==> src/rtl/switch_debounce_toggle_pkg.sv <==
// switch_debounce_toggle_pkg: shared Go Board clock, debounce and LED blink constants
package switch_debounce_toggle_pkg;
  localparam int CLK_HZ = 25_000_000;
  localparam int DEBOUNCE_LIMIT = CLK_HZ / 100;
  localparam int NUM_SW = 4;
  typedef logic [NUM_SW-1:0] sw_vec_t;
  function automatic int blink_half_period(input int hz);
    return CLK_HZ / (2 * hz);
  endfunction
  localparam int BLINK_HALF_1 = blink_half_period(2);
  localparam int BLINK_HALF_2 = blink_half_period(4);
  localparam int BLINK_HALF_3 = blink_half_period(8);
  localparam int BLINK_HALF_4 = blink_half_period(16);
endpackage

==> src/rtl/switch_debounce_toggle_if.sv <==
// switch_debounce_toggle_if: raw switches in, debounced levels/pulses/LED enables out
interface switch_debounce_toggle_if;
  import switch_debounce_toggle_pkg::*;
  sw_vec_t i_Switch;
  sw_vec_t o_Switch_Db;
  sw_vec_t o_Press;
  sw_vec_t o_Release;
  sw_vec_t o_LED_En;
  modport master(output i_Switch, input o_Switch_Db, o_Press, o_Release, o_LED_En);
  modport slave(input i_Switch, output o_Switch_Db, o_Press, o_Release, o_LED_En);
endinterface

==> src/rtl/switch_debounce_toggle_debounce_filter.sv <==
// debounce_filter: one channel of sync, stability counter, edge pulses and release-toggled enable
module debounce_filter #(
  parameter int   g_DEBOUNCE_LIMIT = 250000,
  parameter logic g_EN_INIT = 1'b1
) (
  input  logic i_Clk,
  input  logic i_Rst,
  input  logic i_Switch,
  output logic o_Switch_Db,
  output logic o_Press,
  output logic o_Release,
  output logic o_LED_En
);
  localparam int W = $clog2(g_DEBOUNCE_LIMIT + 1);
  localparam logic [W-1:0] LIMIT = W'(g_DEBOUNCE_LIMIT);
  if (g_DEBOUNCE_LIMIT < 1) begin : g_bad_limit
    $error("g_DEBOUNCE_LIMIT must be >= 1");
  end
  logic r_Sync1, r_Sync2;
  logic [W-1:0] count;
  logic accept;
  assign accept = (r_Sync2 != o_Switch_Db) && (count == LIMIT);
  // any cycle where the synchronised level matches the state restarts the window
  always_ff @(posedge i_Clk or posedge i_Rst)
    if (i_Rst) begin
      r_Sync1     <= 1'b0;
      r_Sync2     <= 1'b0;
      count       <= '0;
      o_Switch_Db <= 1'b0;
      o_Press     <= 1'b0;
      o_Release   <= 1'b0;
      o_LED_En    <= g_EN_INIT;
    end else begin
      r_Sync1     <= i_Switch;
      r_Sync2     <= r_Sync1;
      count       <= (r_Sync2 == o_Switch_Db || accept) ? '0 : count + 1'b1;
      o_Switch_Db <= accept ? r_Sync2 : o_Switch_Db;
      o_Press     <= accept && r_Sync2;
      o_Release   <= accept && !r_Sync2;
      o_LED_En    <= (accept && !r_Sync2) ? !o_LED_En : o_LED_En;
    end
endmodule

==> src/rtl/switch_debounce_toggle.sv <==
// switch_debounce_toggle: four independent debounce channels driving LED enables
module switch_debounce_toggle
  import switch_debounce_toggle_pkg::*;
#(
  parameter int      g_DEBOUNCE_LIMIT = DEBOUNCE_LIMIT,
  parameter sw_vec_t g_EN_INIT = '1
) (
  input logic i_Clk,
  input logic i_Rst,
  switch_debounce_toggle_if.slave bus
);
  for (genvar n = 0; n < NUM_SW; n++) begin : g_ch
    debounce_filter #(
      .g_DEBOUNCE_LIMIT(g_DEBOUNCE_LIMIT),
      .g_EN_INIT(g_EN_INIT[n])
    ) u_filter (
      .i_Clk(i_Clk),
      .i_Rst(i_Rst),
      .i_Switch(bus.i_Switch[n]),
      .o_Switch_Db(bus.o_Switch_Db[n]),
      .o_Press(bus.o_Press[n]),
      .o_Release(bus.o_Release[n]),
      .o_LED_En(bus.o_LED_En[n])
    );
  end
endmodule

==> src/flat_wrapper.sv <==
// flat-port wrapper written by rule: the top's interface ports become plain ports
module switch_debounce_toggle_flat import switch_debounce_toggle_pkg::*;
#(
  parameter int      g_DEBOUNCE_LIMIT = DEBOUNCE_LIMIT,
  parameter sw_vec_t g_EN_INIT = '1
)
  (i_Clk, i_Rst, bus_i_Switch, bus_o_Switch_Db, bus_o_Press, bus_o_Release, bus_o_LED_En);
  switch_debounce_toggle_if bus_i ();
  input logic i_Clk;
  input logic i_Rst;
  input wire logic [$bits(bus_i.i_Switch)-1:0] bus_i_Switch;
  output wire logic [$bits(bus_i.o_Switch_Db)-1:0] bus_o_Switch_Db;
  output wire logic [$bits(bus_i.o_Press)-1:0] bus_o_Press;
  output wire logic [$bits(bus_i.o_Release)-1:0] bus_o_Release;
  output wire logic [$bits(bus_i.o_LED_En)-1:0] bus_o_LED_En;
  assign bus_i.i_Switch = bus_i_Switch;
  assign bus_o_Switch_Db = bus_i.o_Switch_Db;
  assign bus_o_Press = bus_i.o_Press;
  assign bus_o_Release = bus_i.o_Release;
  assign bus_o_LED_En = bus_i.o_LED_En;
  switch_debounce_toggle #(.g_DEBOUNCE_LIMIT(g_DEBOUNCE_LIMIT), .g_EN_INIT(g_EN_INIT)) u_core (.i_Clk(i_Clk), .i_Rst(i_Rst), .bus(bus_i));
endmodule
==> config.mk <==
export PLATFORM = sky130hd
export DESIGN_NAME = switch_debounce_toggle_flat
export DESIGN_NICKNAME = d
export VERILOG_FILES = /design/src/rtl/switch_debounce_toggle_pkg.sv /design/src/rtl/switch_debounce_toggle_if.sv /design/src/rtl/switch_debounce_toggle_debounce_filter.sv /design/src/rtl/switch_debounce_toggle.sv /design/src/flat_wrapper.sv
export SDC_FILE = /design/constraint.sdc
export NUM_CORES = 1
export LEC_CHECK = 0
export CAP_MARGIN = 30
export CORE_UTILIZATION = 27
export DETAILED_ROUTE_END_ITERATION = 7
export MAX_ROUTING_LAYER = met4
export PLACE_DENSITY_LB_ADDON = 0.25
export SETUP_SLACK_MARGIN = 0.5
export SLEW_MARGIN = 20
export SYNTH_ARGS = -nofsm -noshare
export SYNTH_HDL_FRONTEND = slang
export SYNTH_SLANG_ARGS = --single-unit
==> constraint.sdc <==
create_clock -name i_Clk -period 3.25 [get_ports i_Clk]
set_input_delay 0.65 -clock i_Clk [delete_from_list [all_inputs] [get_ports i_Clk]]
set_output_delay 0.65 -clock i_Clk [all_outputs]
set_load 0.02 [all_outputs]
==> impl_metrics.yaml <==
finish:
  antenna_cells_inserted: 0
  final_cell_area_excluding_filler_cells_mm2: 0.005429
  nNetsFinal: 490
  area.growth.synth_to_final_pct: 14.21
  final_util_pct: 31.50
  number_of_filler_instances_in_the_final_layout: 1765
  final_layout_size_suffix_gt1_share_pct: 7.500
grt:
  grt_overflow_total: 0
  antenna_found_initial: 0
  grt_first_pass_wirelength_um: 16000
  via_count_of_the_first_global_routing_pass: 3306
  grt_max_degree: 50
  gr-usage-all-layers_pct: 11.60
placed_design:
  placed_cell_area_mm2: 0.005101
  hpwlAfterDp_um: 6254
  io_buffer_count: 21
  gp_routability_congestion: 0.7910
  pre_cts_ws_ps: 1124
routing:
  vias_per_cell: 4.638
  drtAntennaViolNets: 0
  totalWireLength_um: 9210
  drc: 0
  drt_pre_antenna_iters: 4
  avgRoutedWirePerCell_um: 13.06
  initialDrtViolationCount: 230
  detailroute.via_count: 3270
critical_path:
  worst_setup_path_start_kind: "register"
  crit_path_end_kind: "primary output"
  worst-path-max-fanout: 2
  crit_path_cell_trace: "clkdlybuf4s50_1"
  critPathRequiredTime_ps: 2600
  cp_slowest_cell: "sky130_fd_sc_hd__clkdlybuf4s50_1"
  critical_path.top_delay_family: "buffers and inverters"
  worst_ep_arrival_time_ps: 1490
  path_class: "register to primary output"
  worst_path_largest_cell_delay_ps: 600
  critical_path.n_buffers_inverters: 1
cts:
  tritoncts: "yes"
  clk_root_buffer_cell: "sky130_fd_sc_hd__clkbuf_16"
  clock_slew_at_the_register_clock_pins_of_the_worst_setup_and_hold_paths_ps: 60
  post-cts-setup-buffers: 0
  total_cts_buffers: 9
  ctsResizeCount: 0
  cts-hold-fix-buffers: 0
  clkSinkCount: 96
  clkLatencyLatePin_ps: 350
  cts-htree-levels: 3
  max-clock-path-buffers: 2
min_path:
  timing.hold.worst.class: "register to register"
yosys:
  synthesis.area_per_instance_um2: 10.16
  ys_ff_latch: 96
  syn-cell-area_mm2: 0.004753
  synthesis.yosys.warnings: 0
  synth_largest_area_cell: "sky130_fd_sc_hd__dfrtp_1"
  yosysUniqueCellTypes: 45
  ys_dominant_reg_cell: "sky130_fd_sc_hd__dfrtp_1"
  post-synth-top-count-cell: "sky130_fd_sc_hd__dfrtp_1"
  post_synth_most_frequent_cells: "sky130_fd_sc_hd__dfrtp_1 (92), sky130_fd_sc_hd__nor2_1 (77), sky130_fd_sc_hd__xnor2_1 (41), sky130_fd_sc_hd__nand3_1 (27)"
  share_of_synthesized_flip_flops_with_an_asynchronous_set_or_reset_pct: 100.0
  post_synth_inst_count: 468
  leading_post_synthesis_cells_by_cell_area: "sky130_fd_sc_hd__dfrtp_1 (48%), sky130_fd_sc_hd__xnor2_1 (7.6%), sky130_fd_sc_hd__nor2_1 (6.1%)"
  yosysTopAreaCellShare_pct: 48.43
  synth_enable_flop_cells: 0
  postSynthNetCount: 482
  synth_sequential_area_ratio_pct: 50.64
pwr:
  peakVddDrop_mv: 0.2990
  total_leakage_power_nw: 2.115
  power_per_cell_area_mw_per_mm2: 463.2
timing:
  fmaxAchievable_mhz: 467.4
  period_minus_slack_ps: 2140
  setup_repair_after_global_routing_missed_its_margin: "no"
  report.final.slew_viol_count: 0
  setup_violations: 0
  final_min_period_over_clock_period_pct: 65.83
  fin_worst_skew_ps: 11.51
  worst_pin_slew_ps: 768.0
  hold_viol_final: 0
  maxSlewHeadroom_pct: 48.69
  postLayoutSetupSlackWorst_ps: 1110
  setup_tns_ps: 0
floorplan:
  area_of_the_die_mm2: 0.01814
  core_region_area_mm2: 0.01724
  io_pins: 22
  initial_core_util_pct: 27.58
  die-height_um: 134.7
  fp-row-count: 48
  dieWidth_um: 134.7
status:
  outcome: "finished, final reports clean"
flow_run:
  maxCapViolations: 0
==> placed cells by master, fill, tap and decap left out, types with 6 or more instances in the layout <==
cell type / n
sky130_fd_sc_hd__ha_1: 8
sky130_fd_sc_hd__and3_1: 7
sky130_fd_sc_hd__xor2_1: 23
sky130_fd_sc_hd__nand4_1: 20
sky130_fd_sc_hd__dfrtp_1: 92
sky130_fd_sc_hd__xnor2_1: 41
sky130_fd_sc_hd__clkbuf_16: 9
sky130_fd_sc_hd__nand3_1: 27
sky130_fd_sc_hd__clkdlybuf4s50_1: 21
sky130_fd_sc_hd__nor3_1: 18
sky130_fd_sc_hd__nand2_1: 15
sky130_fd_sc_hd__a21oi_1: 6
sky130_fd_sc_hd__inv_1: 18
sky130_fd_sc_hd__nor2_1: 77
sky130_fd_sc_hd__nor4_1: 23
==> logic make-up (layout without fill, tap and decap cells) <==
logic type      after synthesis  after routing  synth area share (%)
flops                        96             96                 50.64
simple gates                232            232                 26.53
xor+xnor                     64             64                 11.79
mux                           4              4                0.9476
compound gates               18             18                 2.632
buf+inv                      46             58                 5.343
fa+ha+maj                     8              8                 2.106
==> sequential cells by signal, indices dropped and copies added (netlist names) <==
signal and flops:
u_core.g_ch.u_filter.count 72, u_core.g_ch.u_filter.o_LED_En 4, u_core.g_ch.u_filter.o_Press 4, u_core.g_ch.u_filter.o_Release 4
u_core.g_ch.u_filter.o_Switch_Db 4, u_core.g_ch.u_filter.r_Sync1 4, u_core.g_ch.u_filter.r_Sync2 4
==> path summary, 6_finish.rpt <==
kind | from | end | slack, ps | cells past startpoint
setup / recovery | u_core.g_ch[1].u_filter.o_LED_En$_DFFE_PP1P_ | bus_o_LED_En[1] | 1110 | 1
hold / removal | u_core.g_ch[3].u_filter.r_Sync1$_DFF_PP0_ | u_core.g_ch[3].u_filter.r_Sync2$_DFF_PP0_ | 340 | 0
setup reg to reg | u_core.g_ch[1].u_filter.count[0]$_DFF_PP0_ | u_core.g_ch[1].u_filter.count[15]$_DFF_PP0_ | 1130 | 7
hold reg to reg | u_core.g_ch[3].u_filter.r_Sync1$_DFF_PP0_ | u_core.g_ch[3].u_filter.r_Sync2$_DFF_PP0_ | 340 | 0
max in group asynchronous | i_Rst | u_core.g_ch[2].u_filter.o_LED_En$_DFFE_PP1P_ | 1730 | 3
min in group asynchronous | i_Rst | u_core.g_ch[1].u_filter.o_Release$_DFF_PP0_ | 790 | 2
==> stage by stage <==
step           hold WS (ps)  instances  power [mW]
2_1_floorplan         331.2        468       1.316
3_3_place_gp          333.1        690       1.346
3_5_place_dp          335.6        690       1.349
4_1_cts               350.8        705       2.557
5_1_grt               353.8        705       2.617
6_report              344.9        705       2.514
==> cell type report <==
class,count,area [um2],share of cell area [%]
flip-flops and latches,96,2407,44.34
inverters,19,75.07,1.383
well taps,225,281.5,5.186
multi-input cells,326,2092,38.53
repair buffers,24,245.2,4.517
clock inverters,4,95.09,1.752
clock buffers,11,232.7,4.287
==> where the power goes <==
part	internal (mW)	total, mW	switching (mW)
logic	0.0304	0.0889	0.0585
registers	1.21	1.23	0.0227
clock network	0.747	1.19	0.444
==> layer usage <==
layer	GRT usage (%)	up-vias	part of all wire, %	wire length, um
met3	3.679	21	4.1	378
met4	5.431	0	2.5	231
met5	-	-	0	0
met2	17.38	56	46	4265
met1	14.18	1563	47	4333
li1	-	1630	-	-
Note: power is estimated with default switching activity, not from simulation.
